==> src/rtl/bcd_stopwatch_ctrl_pkg.sv <==
// Shared definitions for the stopwatch controller: FSM encoding and BCD constants.
package bcd_stopwatch_ctrl_pkg;

   localparam logic [1:0] ST_IDLE  = 2'd0;
   localparam logic [1:0] ST_RUN   = 2'd1;
   localparam logic [1:0] ST_LAP   = 2'd2;
   localparam logic [1:0] ST_PAUSE = 2'd3;

   typedef enum logic [1:0] {
      IDLE  = ST_IDLE,
      RUN   = ST_RUN,
      LAP   = ST_LAP,
      PAUSE = ST_PAUSE
   } state_t;

   localparam logic [3:0] BCD_NINE = 4'd9;

endpackage

==> src/rtl/bcd_stopwatch_ctrl_tick_prescaler.sv <==
// Free-running divide-by-DIV prescaler; tick marks the cycle the count sits at DIV-1
// while running, so the wrap and the tick coincide.
module tick_prescaler #(
   parameter int DIV = 100000,
   parameter int PW  = $clog2(DIV)
) (
   input  logic clk,
   input  logic rst,
   input  logic run,
   input  logic clr,
   output logic tick
);

   localparam logic [PW-1:0] LAST = PW'(DIV - 1);

   logic [PW-1:0] count;

   assign tick = run && (count == LAST);

   // Holding (not clearing) when run drops lets a paused stopwatch resume mid-period.
   always_ff @(posedge clk) begin
      if (rst || clr) begin
         count <= '0;
      end else if (run) begin
         count <= (count == LAST) ? '0 : count + 1'b1;
      end
   end

endmodule

==> src/rtl/bcd_stopwatch_ctrl.sv <==
// Run/pause/lap/clear controller for a cascaded BCD counter.
// Optional: define BCD_STOP_ON_OVF_EN to freeze at all-nines instead of wrapping.
module bcd_stopwatch_ctrl
   import bcd_stopwatch_ctrl_pkg::*;
#(
   parameter int Ndigit = 3,
   parameter int DIV    = 100000,
   parameter int PW     = $clog2(DIV)
) (
   input  logic                  clk,
   input  logic                  rst,
   input  logic                  start_stop,
   input  logic                  lap,
   input  logic                  clear,
   input  logic [Ndigit*4-1:0]   bcd_in,
   output logic                  cnt_en,
   output logic                  cnt_clr,
   output logic [Ndigit*4-1:0]   disp_bcd,
   output logic                  running,
   output logic                  ovf
);

   state_t state, state_next;
   logic [Ndigit*4-1:0] snapshot;
   logic [Ndigit-1:0]   digit_nine;
   logic all_nines, active, presc_run, presc_clr, tick, ovf_stop;

   for (genvar d = 0; d < Ndigit; d++) begin : g_nine
      assign digit_nine[d] = (bcd_in[d*4 +: 4] == BCD_NINE);
   end
   assign all_nines = &digit_nine;

   // A start_stop or clear in the wrap cycle freezes the prescaler before the tick lands.
   assign active    = (state == RUN) || (state == LAP);
   assign presc_run = active && !start_stop && !clear;
   assign presc_clr = clear || (state == IDLE);

   tick_prescaler #(.DIV(DIV), .PW(PW)) u_prescaler (
      .clk  (clk),
      .rst  (rst),
      .run  (presc_run),
      .clr  (presc_clr),
      .tick (tick)
   );

`ifdef BCD_STOP_ON_OVF_EN
   assign ovf_stop = tick && all_nines;
`else
   assign ovf_stop = 1'b0;
`endif

   always_ff @(posedge clk) begin
      if (rst) state <= IDLE;
      else     state <= state_next;
   end

   always_comb begin
      state_next = state;
      if (clear) begin
         state_next = IDLE;
      end else if (start_stop) begin
         case (state)
            IDLE:    state_next = RUN;
            RUN:     state_next = PAUSE;
            LAP:     state_next = PAUSE;
`ifdef BCD_STOP_ON_OVF_EN
            PAUSE:   state_next = ovf ? PAUSE : RUN;
`else
            PAUSE:   state_next = RUN;
`endif
            default: state_next = IDLE;
         endcase
      end else if (ovf_stop) begin
         state_next = PAUSE;
      end else if (lap) begin
         if (state == RUN)      state_next = LAP;
         else if (state == LAP) state_next = RUN;
      end
   end

   always_comb begin
      disp_bcd = (state == LAP) ? snapshot : bcd_in;
   end

   // Overflow is judged on the cycle cnt_en is presented, when bcd_in still shows the pre-wrap value.
   always_ff @(posedge clk) begin
      if (rst) begin
         cnt_en   <= 1'b0;
         cnt_clr  <= 1'b0;
         ovf      <= 1'b0;
         running  <= 1'b0;
         snapshot <= '0;
      end else begin
         cnt_en  <= tick && !ovf_stop;
         cnt_clr <= clear;
         running <= (state_next == RUN) || (state_next == LAP);
         if (clear)
            ovf <= 1'b0;
         else if (ovf_stop || (cnt_en && all_nines))
            ovf <= 1'b1;
         if (state == RUN && state_next == LAP)
            snapshot <= bcd_in;
      end
   end

endmodule

==> config.mk <==
export PLATFORM = sky130hd
export DESIGN_NAME = bcd_stopwatch_ctrl
export DESIGN_NICKNAME = d
export VERILOG_FILES = /design/src/rtl/bcd_stopwatch_ctrl_pkg.sv /design/src/rtl/bcd_stopwatch_ctrl_tick_prescaler.sv /design/src/rtl/bcd_stopwatch_ctrl.sv
export SDC_FILE = /design/constraint.sdc
export NUM_CORES = 1
export LEC_CHECK = 0
export BUFFER_PORTS_ARGS = -buffer_cell sky130_fd_sc_hd__buf_2
export CAP_MARGIN = 5
export CORE_ASPECT_RATIO = 1.75
export CORE_MARGIN = 8
export CORE_UTILIZATION = 31
export CTS_CLUSTER_DIAMETER = 150
export DETAILED_ROUTE_END_ITERATION = 8
export GPL_TIMING_DRIVEN = 0
export PLACE_DENSITY = 0.5
export SYNTH_ARGS = -nofsm -noshare
export SYNTH_HDL_FRONTEND = slang
export SYNTH_HIERARCHICAL = 1
export SYNTH_SLANG_ARGS = --single-unit
==> constraint.sdc <==
create_clock -name clk -period 6 [get_ports clk]
set_input_delay 1.5 -clock clk [delete_from_list [all_inputs] [get_ports clk]]
set_output_delay 1.5 -clock clk [all_outputs]
set_load 0.005 [all_outputs]
Word-level counts from Yosys, hierarchy flattened:

Index checks and enable logic that the tools add are counted.

* output and inout bits: 16
* logic and storage cells: 41
* register bits: 35
* bits of input ports: 17

* add/subtract/negate cells: 1
* equality and inequality tests: 9
* reduce and logical (&&, ||, !) cells: 16
* mux-type cells: 8

Operators by type and width (count)
* $add A17 B1 Y17 const B: 1
* $eq A17 B17 Y1 const B: 1
* $mux W17: 1
* $eq A4 B4 Y1 const B: 3
* $mux W12: 1
* $mux W2: 5
* $eq A2 B2 Y1 const B: 3
* $reduce_or A2 Y1: 3
* $logic_and A1 B1 Y1: 5
* $eq A2 B1 Y1 const B: 2
* $logic_or A1 B1 Y1: 4
* $pmux W2 S2: 1
* $reduce_and A3 Y1: 1
* $logic_not A1 Y1: 2
* $logic_not A2 Y1: 1

Depth between registers and ports, before layout:

Gate-level depths: netlist of the first run.

* depth in word-level cells: 8
* gate-level depth with buffers: 9
* mapped depth without buffers: 8

Hierarchy:

Netlist of the first run, hierarchy kept.

Modules (own cells, without submodules)
* bcd_stopwatch_ctrl: area each 883.3 um2, instances 1, seq. area each 360.3 um2, cells each 100
* tick_prescaler: area each 839.6 um2, instances 1, seq. area each 340.3 um2, cells each 95

Worst setup path before layout of the first run:

Ideal clock, no wire load.

* path kind: in2out
* from: input port bcd_in[0]
* to: output port disp_bcd[0]
* arrival: 1.752 ns
* cell stages on the path: 1
* path slack: 2.748 ns
* path through: mux2_2

* longest elaborated chain between the ends: 1

Ends and longest elaborated chain
* start, declared: RTL line bcd_stopwatch_ctrl.sv:15 `input logic [Ndigit*4-1:0] bcd_in,`
* $mux W12: RTL line bcd_stopwatch_ctrl.sv:82 `disp_bcd = (state == LAP) ? snapshot : bcd_in;`
* end, declared: RTL line bcd_stopwatch_ctrl.sv:18 `output logic [Ndigit*4-1:0] disp_bcd,`

Every way passes these cells.

Worst setup path after layout of the first run:

* from: input port bcd_in[8]
* to: output port disp_bcd[8]

The elaborated chain is that of the path after synthesis.

==> flow_metrics.tcl, run 1 <==
set metrics [dict create \
    run_status "complete, no violations" \
    vias_per_cell 4.74 \
    critical_path.top_delay_family "multiplexers" \
    nNetsFinal 256 \
    tightest_slew_ns 0.715 \
    die-width_um 72.4 \
    yosys.cell_types.count 35 \
    crit_required_ns 4.50 \
    worst-path-stages 3 \
    endpoint_kind "output pin" \
    final.hold.worst_slack_ns 0.453 \
    cell_leakage_power_nw 0.713 \
    place_congestion 0.729 \
    post-cts-setup-buffers 0 \
    synthesis.instances 195 \
    final_slew_viol_count 0 \
    layout_commonest_cell "sky130_fd_sc_hd__buf_2" \
    dpl.hpwl_mm 3.19 \
    initial_utilization_pct 31.6 \
    grt_start_max_net_pins 12 \
    grt_pass1_vias 1458 \
    detailroute.via_count 1474 \
    finalNonFillerCells 311 \
    r2r_setup_slack_ns 3.17 \
    synth-seq-cells 35 \
    post_route_cells_drive_above_1_share_pct 30.2 \
    start_kind "input pin" \
    synth_top_flop_cell "sky130_fd_sc_hd__dfxtp_1" \
    drt_first_pass_iters 2 \
    synth.yosys.seq_area_share_pct 40.7 \
    detail_route.iter0.violations 29 \
    timing.setup.tns_ns 0 \
    worst_ir_drop_on_vdd_v 0.0000865 \
    clock-skew-final_ns 0.00762 \
    largest_fanout_on_the_critical_path 3 \
    ys.warnings.count 6 \
    clkSinkCount 35 \
    dieArea_um2 8290 \
    critical_path_arrival_ns 2.00 \
    cts_resized 0 \
    worst-r2r-cell-count 7 \
    mappedNetlistArea_um2 1720 \
    global_route_wire_length_before_repair_mm 6.89 \
    place_inst 303 \
    clkTransAtPathRegs_ns 0.07 \
    cts_max_path_buffers 2 \
    critical_r2r_capture "u_prescaler/count[13]" \
    max_cap_violations 0 \
    route.detailed.drc 0 \
    worst_path_most_repeated_cell "sky130_fd_sc_hd__buf_2" \
    synth_edf_count 0 \
    synthToLayoutAreaGrowth_pct 21.6 \
    min_path_type "flop to flop" \
    coreArea_um2 5450 \
    cpMaxStageDelayCell "sky130_fd_sc_hd__mux2_2" \
    insertion_delay_ns 0.28 \
    cts_tree "done" \
    timing.critical_path.to "disp_bcd[8]" \
    setup_repair_after_global_routing_missed_its_margin "no" \
    final-hold-violation-count 0 \
    fmax_mhz 286 \
    antenna_cells 0 \
    worst_slew_margin_rel_pct 52.2 \
    setup_viol 0 \
    critPathLaunch "bcd_in[8]" \
    antenna_violations_before_repair 0 \
    period_minus_slack_ns 3.50 \
    synth.net_count 217 \
    postRouteAntennaNets 0 \
    path_cells "buf_2 > mux2_2 > buf_2" \
    fp-row-count 36 \
    numPortBuffers 32 \
    grt_overflow 0 \
    cts.htree.levels 2 \
    final_util_pct 38.5 \
    die-height_um 115 \
    number_of_buffers_inserted_during_clock_tree_synthesis 5 \
    io-pin-count 33 \
    critical_r2r_launch "state[0]" \
    most-common-layout-cells "sky130_fd_sc_hd__buf_2, sky130_fd_sc_hd__dfxtp_1, sky130_fd_sc_hd__nand2_1" \
    post-route-period-util_pct 58.4 \
    asyncSetResetFlopFracSynth_pct 0 \
    cts_hold_buf 0 \
    synth_area_per_cell_um2 8.84 \
    root_buffer "sky130_fd_sc_hd__clkbuf_8" \
    power_per_cell_area_nw_per_um2 233 \
    route.final.wire_length_mm 4.09 \
    slowest_delay_ns 0.26 \
    timing_worst_setup_path_type "input pin to output pin" \
    track_usage_pct 10.7 \
    critPathBufInv 2 \
    wire_per_inst_um 13.2 \
]
-- stage by stage --
step	worst slack (ns)	power, W	area [um2]
after floorplan	2.75	0.000256	1720
after global placement	2.27	0.000274	1980
after detailed placement	2.26	0.000274	1980
after CTS	2.49	0.000497	2100
after global routing	2.31	0.000509	2100
final	2.50	0.000488	2100
-- Yosys cell counts, types with 2 or more instances --
library cell,instances,area share (%)
sky130_fd_sc_hd__dfxtp_1,35,41
sky130_fd_sc_hd__nand2_1,32,7.0
sky130_fd_sc_hd__nor2_1,17,3.7
sky130_fd_sc_hd__a21oi_1,14,4.1
sky130_fd_sc_hd__mux2_2,13,8.5
sky130_fd_sc_hd__xnor2_1,9,4.6
sky130_fd_sc_hd__nand3_1,7,2.0
sky130_fd_sc_hd__nor3_1,7,2.0
sky130_fd_sc_hd__nand4_1,6,2.2
sky130_fd_sc_hd__nor4_1,6,2.2
sky130_fd_sc_hd__ha_1,5,3.6
sky130_fd_sc_hd__or2_2,5,1.8
sky130_fd_sc_hd__buf_2,4,1.2
sky130_fd_sc_hd__inv_1,4,0.87
sky130_fd_sc_hd__nand3b_1,4,1.7
sky130_fd_sc_hd__nor2b_1,3,1.1
sky130_fd_sc_hd__o21ai_0,3,0.87
sky130_fd_sc_hd__xor2_1,3,1.5
sky130_fd_sc_hd__buf_4,2,0.87
-- flip-flops by register name (all words and copies together), names as in the netlist --
register,flops
cnt_en,1
state,2
ovf,1
snapshot,12
running,1
cnt_clr,1
u_prescaler/count,17
-- cell type report --
cell class                 count  area [um2]
clock buffer                   6        82.6
inverter                       4        15.0
fill                         588        3350
buffer                         7        46.3
tap                           76        95.1
multi-input combinational    149         961
clock inverter                 2        35.0
timing repair buffer          32         160
sequential                    35         701
-- power by group --
group          switching, W   total, W  internal [W]
sequential      0.000000797   0.000235      0.000234
clock             0.0000859   0.000220      0.000134
combinational     0.0000167  0.0000331     0.0000164
-- worst min-delay path, stage by stage (launching register included) --
cell                      delay, ns
sky130_fd_sc_hd__dfxtp_1       0.31
sky130_fd_sc_hd__nand2_1       0.05
sky130_fd_sc_hd__a21oi_1       0.05
-- cells by family (layout without fill, tap and decap cells) --
kind of cell | after synthesis | after routing | synth area share, %
adder cells (fa/ha/maj) | 5 | 5 | 3.63
XOR/XNOR | 12 | 12 | 6.10
buffers and inverters | 11 | 51 | 3.56
multiplexers | 14 | 14 | 9.08
AND/OR/NAND/NOR | 96 | 96 | 28.8
AO/OA/AOI/OAI | 22 | 22 | 8.13
flip-flops | 35 | 35 | 40.7
-- how the worst min path moves through the flow --
stage	from	end	depth (start not counted)
after floorplan	snapshot[0]	snapshot[0]	2
after global placement	snapshot[0]	snapshot[0]	2
after detailed placement	snapshot[6]	snapshot[6]	2
after CTS	snapshot[6]	snapshot[6]	2
after global routing	snapshot[2]	snapshot[2]	2
final	snapshot[5]	snapshot[5]	2
-- metal layers --
metal	vias to the layer above	track usage (%)	share of wire, %
li1	758	-	-
met1	672	9.63	38
met2	35	19.6	52
met3	9	3.95	7.3
met4	0	5.76	2.5
met5	-	0	0
(Power assumes the default switching activity.)
==> run 2, diff against run 1 <==
ABC_AREA = 1   (was default)
PLACE_DENSITY = 0.49   (was 0.5)
clock period = 3.7 ns   (was 6 ns; I/O delays follow)
==> flow_metrics.tcl, run 2 <==
set metrics [dict create \
    most-common-layout-cells "sky130_fd_sc_hd__nand2_1, sky130_fd_sc_hd__nor2_1, sky130_fd_sc_hd__inv_1" \
    critical_path_arrival_ns 2.71 \
    detail_route.iter0.violations 59 \
    final-hold-violation-count 0 \
    fmax_mhz 395 \
    fill_cell_count 664 \
    root_buffer "sky130_fd_sc_hd__clkbuf_8" \
    cell_depth_of_the_worst_hold_path 2 \
    timing_worst_setup_path_type "input pin to flop" \
    crit_required_ns 3.88 \
    cts_resized 0 \
    critical_path.top_delay_family "simple AND/OR/NAND/NOR gates" \
    grt_start_max_net_pins 12 \
    numPortBuffers 32 \
    fp-row-count 38 \
    multi_input_area_um2 1040 \
    fin_worst_setup_slack_ns 1.17 \
    worst-r2r-cell-count 9 \
    worst_slew_margin_rel_pct 44.8 \
    number_of_buffers_inserted_during_clock_tree_synthesis 5 \
    asyncSetResetFlopFracSynth_pct 0 \
    setup_viol 0 \
    grtUsageMet1_pct 10.4 \
    cpMaxStageDelayCell "sky130_fd_sc_hd__nor3_1" \
    grt.met2_usage_pct 23.9 \
    critical_r2r_capture "u_prescaler/count[13]" \
    place_congestion 0.847 \
    wire_per_inst_um 13.1 \
    cts_max_path_buffers 2 \
    largest_register_ff_count 17 \
    postRouteAntennaNets 0 \
    die-height_um 121 \
    io-pin-count 33 \
    min_path_type "flop to flop" \
    power_per_cell_area_nw_per_um2 347 \
    grt_pass1_vias 1800 \
    area.sequential_um2 701 \
    synth-seq-cells 35 \
    dieArea_um2 9230 \
    max_cap_violations 0 \
    coreArea_um2 6180 \
    drt_first_pass_iters 4 \
    insertion_delay_ns 0.28 \
    track_usage_pct 11.8 \
    synth_top_area_share_pct 35.7 \
    cts_tree "done" \
    mappedNetlistArea_um2 1960 \
    tightest_slew_ns 0.822 \
    largest_registers "u_prescaler/count: 17 flops, snapshot: 12 flops, state: 2 flops" \
    synth_top_cells_by_area "sky130_fd_sc_hd__dfxtp_1, sky130_fd_sc_hd__nand2_1, sky130_fd_sc_hd__nor2_1" \
    period_minus_slack_ns 2.53 \
    critical_r2r_launch "state[0]" \
    critPathBufInv 1 \
    r2r_setup_slack_ns 1.23 \
    post_route_cells_drive_above_1_share_pct 25.6 \
    setup_repair_after_global_routing_missed_its_margin "no" \
    synthesis.instances 276 \
    route.final.wire_length_mm 5.18 \
    die-width_um 76.1 \
    route.detailed.drc 0 \
    synth_commonest_cells "sky130_fd_sc_hd__nand2_1, sky130_fd_sc_hd__nor2_1, sky130_fd_sc_hd__inv_1" \
    cts_hold_buf 0 \
    max_flop_register "u_prescaler/count" \
    global_route.usage.met3_pct 3.04 \
    worst_hold_path.endpoint "ovf" \
    synth_area_leader_cell "sky130_fd_sc_hd__dfxtp_1" \
    synth_area_per_cell_um2 7.10 \
    synth.yosys.seq_area_share_pct 35.7 \
    worst_hold_startpoint "ovf" \
    ys.warnings.count 6 \
    cell_leakage_power_nw 0.940 \
    detailedPlace.worstSlack_ns 0.889 \
    detailroute.via_count 1821 \
    synth.net_count 298 \
    dpl.hpwl_mm 4.10 \
    vias_per_cell 4.60 \
    synthMostInstantiatedCell "sky130_fd_sc_hd__nand2_1" \
    cts.htree.levels 2 \
    nNetsFinal 337 \
    global_route_wire_length_before_repair_mm 8.75 \
    grt_overflow 0 \
    clock-skew-final_ns 0.00447 \
    final_slew_viol_count 0 \
    antenna_cells 0 \
    synthToLayoutAreaGrowth_pct 19.3 \
    slowest_delay_ns 0.69 \
    globalRoute.busiestLayer "met2" \
    antenna_violations_before_repair 0 \
    largest_fanout_on_the_critical_path 7 \
    synth_top_flop_cell "sky130_fd_sc_hd__dfxtp_1" \
    endpoint_kind "flop" \
    run_status "complete, no violations" \
    final.hold.worst_slack_ns 0.443 \
    initial_utilization_pct 31.7 \
    start_kind "input pin" \
    clkSinkCount 35 \
    report.power.total_w 0.000810 \
    yosys.cell_types.count 27 \
    timing.setup.tns_ns 0 \
    path_cells "buf_2 > nor3_1 > nand4_1 > nor2_1 > nand3_1 > nand3_1 > nor2_1" \
    final_util_pct 37.8 \
    layout_commonest_cell "sky130_fd_sc_hd__nand2_1" \
    post-route-period-util_pct 68.4 \
    clkTransAtPathRegs_ns 0.08 \
    worst_ir_drop_on_vdd_v 0.000164 \
    post-cts-setup-buffers 0 \
    synth_edf_count 0 \
]
-- run 2: changes by cell type after synthesis, sizes merged, moves of 4 or more --
| cell | before | now |
|---|---|---|
| a211oi | 1 | 12 |
| nor2 | 17 | 57 |
| inv | 4 | 40 |
| nand3b | 4 | 0 |
| nand3 | 7 | 17 |
| mux2 | 13 | 0 |
| nor3 | 7 | 3 |
| nor4 | 6 | 0 |
| a21oi | 14 | 7 |
| xnor2 | 9 | 0 |
| o21ai | 4 | 20 |
| nand2 | 32 | 62 |
-- run 2: logic make-up after synthesis --
family | Yosys count | share of synthesized area, %
fa+ha+maj | 5 | 3.19
compound gates | 41 | 15.3
buf+inv | 46 | 11.0
flops | 35 | 35.7
xor+xnor | 4 | 1.79
simple gates | 145 | 33.0
-- run 2: worst max-delay path by stage --
stage | startpoint | end | slack (ns) | cells past startpoint
3_3_place_gp | start_stop | u_prescaler/count[13] | 0.88 | 7
3_5_place_dp | start_stop | u_prescaler/count[13] | 0.89 | 7
4_1_cts | start_stop | u_prescaler/count[13] | 1.18 | 7
6_report | start_stop | u_prescaler/count[13] | 1.17 | 7
5_1_grt | state[0] | u_prescaler/count[13] | 0.96 | 9
2_1_floorplan | start_stop | u_prescaler/count[10] | 1.56 | 6
-- run 2: power by group --
group	switching [W]	internal, W
Combinational	0.0000390	0.0000271
Sequential	0.00000225	0.000381
Clock	0.000143	0.000218
-- run 2: routing by layer --
metal	vias to the layer above	part of all wire, %
met5	-	0
met1	818	37
met2	42	56
li1	952	-
met3	9	4.4
met4	0	2.0
-- run 2: area by class of cell --
class	count	area share (%)
multi-input combinational	195	44.6
sequential	35	30.0
tap	80	4.28
timing repair buffer	32	6.85
inverter	40	6.53
buffer	6	2.73
clock buffer	6	3.53
clock inverter	2	1.50
-- run 2: per-stage QoR --
stage | instances | area [um2]
2_1_floorplan | 276 | 1960
3_3_place_gp | 388 | 2220
6_report | 396 | 2340
5_1_grt | 396 | 2340
3_5_place_dp | 388 | 2220
4_1_cts | 396 | 2340
-- run 2: worst reg2reg max path, cell delays in order (launching register included) --
cell and delay [ns]:
sky130_fd_sc_hd__dfxtp_1 0.36, sky130_fd_sc_hd__inv_1 0.08, sky130_fd_sc_hd__ha_1 0.28, sky130_fd_sc_hd__inv_1 0.05, sky130_fd_sc_hd__nor3_1 0.63, sky130_fd_sc_hd__nand4_1 0.35, sky130_fd_sc_hd__nor2_1 0.36, sky130_fd_sc_hd__nand3_1 0.12
sky130_fd_sc_hd__nand3_1 0.09, sky130_fd_sc_hd__nor2_1 0.04
==> run 3, diff against run 2 <==
ABC_AREA = 0   (was 1)
PLACE_DENSITY = 0.5   (was 0.49)
clock period = 2.6 ns   (was 3.7 ns; I/O delays follow)
==> flow_metrics.tcl, run 3 (synthesized netlist as in run 1, its figures left out) <==
set metrics [dict create \
    cts_hold_buf 0 \
    largest_registers "u_prescaler/count: 17 flops, snapshot: 12 flops, state: 2 flops" \
    max_flop_register "u_prescaler/count" \
    clkTransAtPathRegs_ns 0.07 \
    final-hold-violation-count 0 \
    power_per_cell_area_nw_per_um2 527 \
    route.detailed.drc 0 \
    largest_fanout_on_the_critical_path 8 \
    finalNonFillerCells 315 \
    setup_repair_after_global_routing_missed_its_margin "no" \
    nNetsFinal 260 \
    final_util_pct 39.1 \
    tightest_slew_ns 0.452 \
    crit_required_ns 2.81 \
    setup_viol 0 \
    run_status "complete, no violations" \
    fp-row-count 36 \
    die-height_um 115 \
    layout_commonest_cell "sky130_fd_sc_hd__buf_2" \
    timing_worst_setup_path_type "flop to flop" \
    detailedPlace.worstSlack_ns -0.288 \
    postRouteAntennaNets 0 \
    dieArea_um2 8290 \
    synthToLayoutAreaGrowth_pct 23.7 \
    multi_input_area_um2 966 \
    wire_per_inst_um 13.0 \
    grt_start_max_net_pins 12 \
    clkSinkCount 35 \
    start_kind "flop" \
    insertion_delay_ns 0.28 \
    area.sequential_um2 701 \
    cts_max_path_buffers 2 \
    antenna_cells 0 \
    coreArea_um2 5450 \
    initial_utilization_pct 31.6 \
    fin_worst_setup_slack_ns 0.270 \
    critical_path_arrival_ns 2.54 \
    largest_register_ff_count 17 \
    most-common-layout-cells "sky130_fd_sc_hd__buf_2, sky130_fd_sc_hd__dfxtp_1, sky130_fd_sc_hd__nand2_1" \
    route.final.wire_length_mm 4.10 \
    antenna_violations_before_repair 0 \
    cell_leakage_power_nw 0.731 \
    fill_cell_count 583 \
    post-route-period-util_pct 89.6 \
    vias_per_cell 4.69 \
    worst-r2r-cell-count 8 \
    post_route_cells_drive_above_1_share_pct 31.8 \
    grt_pass1_vias 1465 \
    root_buffer "sky130_fd_sc_hd__clkbuf_8" \
    final_slew_viol_count 0 \
    dpl.hpwl_mm 3.19 \
    drt_first_pass_iters 4 \
    detailroute.via_count 1478 \
    die-width_um 72.4 \
    grt_overflow 0 \
    max_cap_violations 0 \
    place_inst 303 \
    cell_depth_of_the_worst_hold_path 2 \
    period_minus_slack_ns 2.33 \
    place_congestion 0.729 \
    worst_ir_drop_on_vdd_v 0.000198 \
    detail_route.iter0.violations 37 \
    clock-skew-final_ns 0.00644 \
    cts.htree.levels 2 \
    io-pin-count 33 \
    endpoint_kind "flop" \
    worst_slew_margin_rel_pct 69.7 \
    number_of_buffers_inserted_during_clock_tree_synthesis 5 \
    global_route_wire_length_before_repair_mm 6.92 \
    numPortBuffers 32 \
    track_usage_pct 10.7 \
    min_path_type "flop to flop" \
    fmax_mhz 429 \
    cts_tree "done" \
]
run 3: path summary, 6_finish.rpt:
path	start	to	slack [ns]
hold reg to reg	snapshot[5]	snapshot[5]	0.45
setup reg to reg	state[0]	u_prescaler/count[13]	0.27
hold / removal	snapshot[5]	snapshot[5]	0.45
setup / recovery	state[0]	u_prescaler/count[13]	0.27
run 3: critical path: stages, from the launching register on:
cell                      delay [ns]
sky130_fd_sc_hd__dfxtp_1        0.39
sky130_fd_sc_hd__inv_1          0.08
sky130_fd_sc_hd__ha_1           0.29
sky130_fd_sc_hd__nor3b_2        0.38
sky130_fd_sc_hd__nand4_1        0.15
sky130_fd_sc_hd__buf_4          0.18
sky130_fd_sc_hd__or2_2          0.32
sky130_fd_sc_hd__or3_1          0.31
sky130_fd_sc_hd__a21oi_1        0.16
run 3: cell type report:
| class | instances | area share, % |
|---|---|---|
| Multi-Input combinational cell | 149 | 45.3 |
| Sequential cell | 35 | 32.9 |
| Timing Repair Buffer | 36 | 8.93 |
| Tap cell | 76 | 4.46 |
| Clock buffer | 6 | 3.88 |
| Buffer | 7 | 2.17 |
| Clock inverter | 2 | 1.64 |
| Inverter | 4 | 0.705 |
run 3: layer usage:
layer / track usage (%) / routed length (um) / vias up
met4: 5.76 / 98 / 0
met1: 9.63 / 1590 / 669
met3: 3.95 / 293 / 9
met2: 19.7 / 2120 / 34
li1: - / - / 766
met5: 0 / 0 / -
run 3: what timing repair did:
item / in CTS / in global routing
resized for setup: 1 / 0
buffers inserted: 0 / 4
endpoints found under the setup margin: 6 / 4
pin swaps: 0 / 2
run 3: report_power, final:
part / switching (W) / total, W / internal (W)
registers: 0.00000184 / 0.000541 / 0.000539
clock network: 0.000196 / 0.000506 / 0.000310
logic: 0.0000385 / 0.0000765 / 0.0000380
total: 0.000236 / 0.00112 / 0.000888
run 3: metrics by stage:
stage                     cell area (um2)  setup TNS [ns]  hold slack [ns]  power, W
after floorplan                      1720               0            0.433  0.000590
after global placement               1980           -1.37            0.438  0.000632
after detailed placement             1980           -1.09            0.445  0.000632
after CTS                            2100               0            0.455   0.00115
after global routing                 2130               0            0.477   0.00118
final                                2130               0            0.453   0.00112
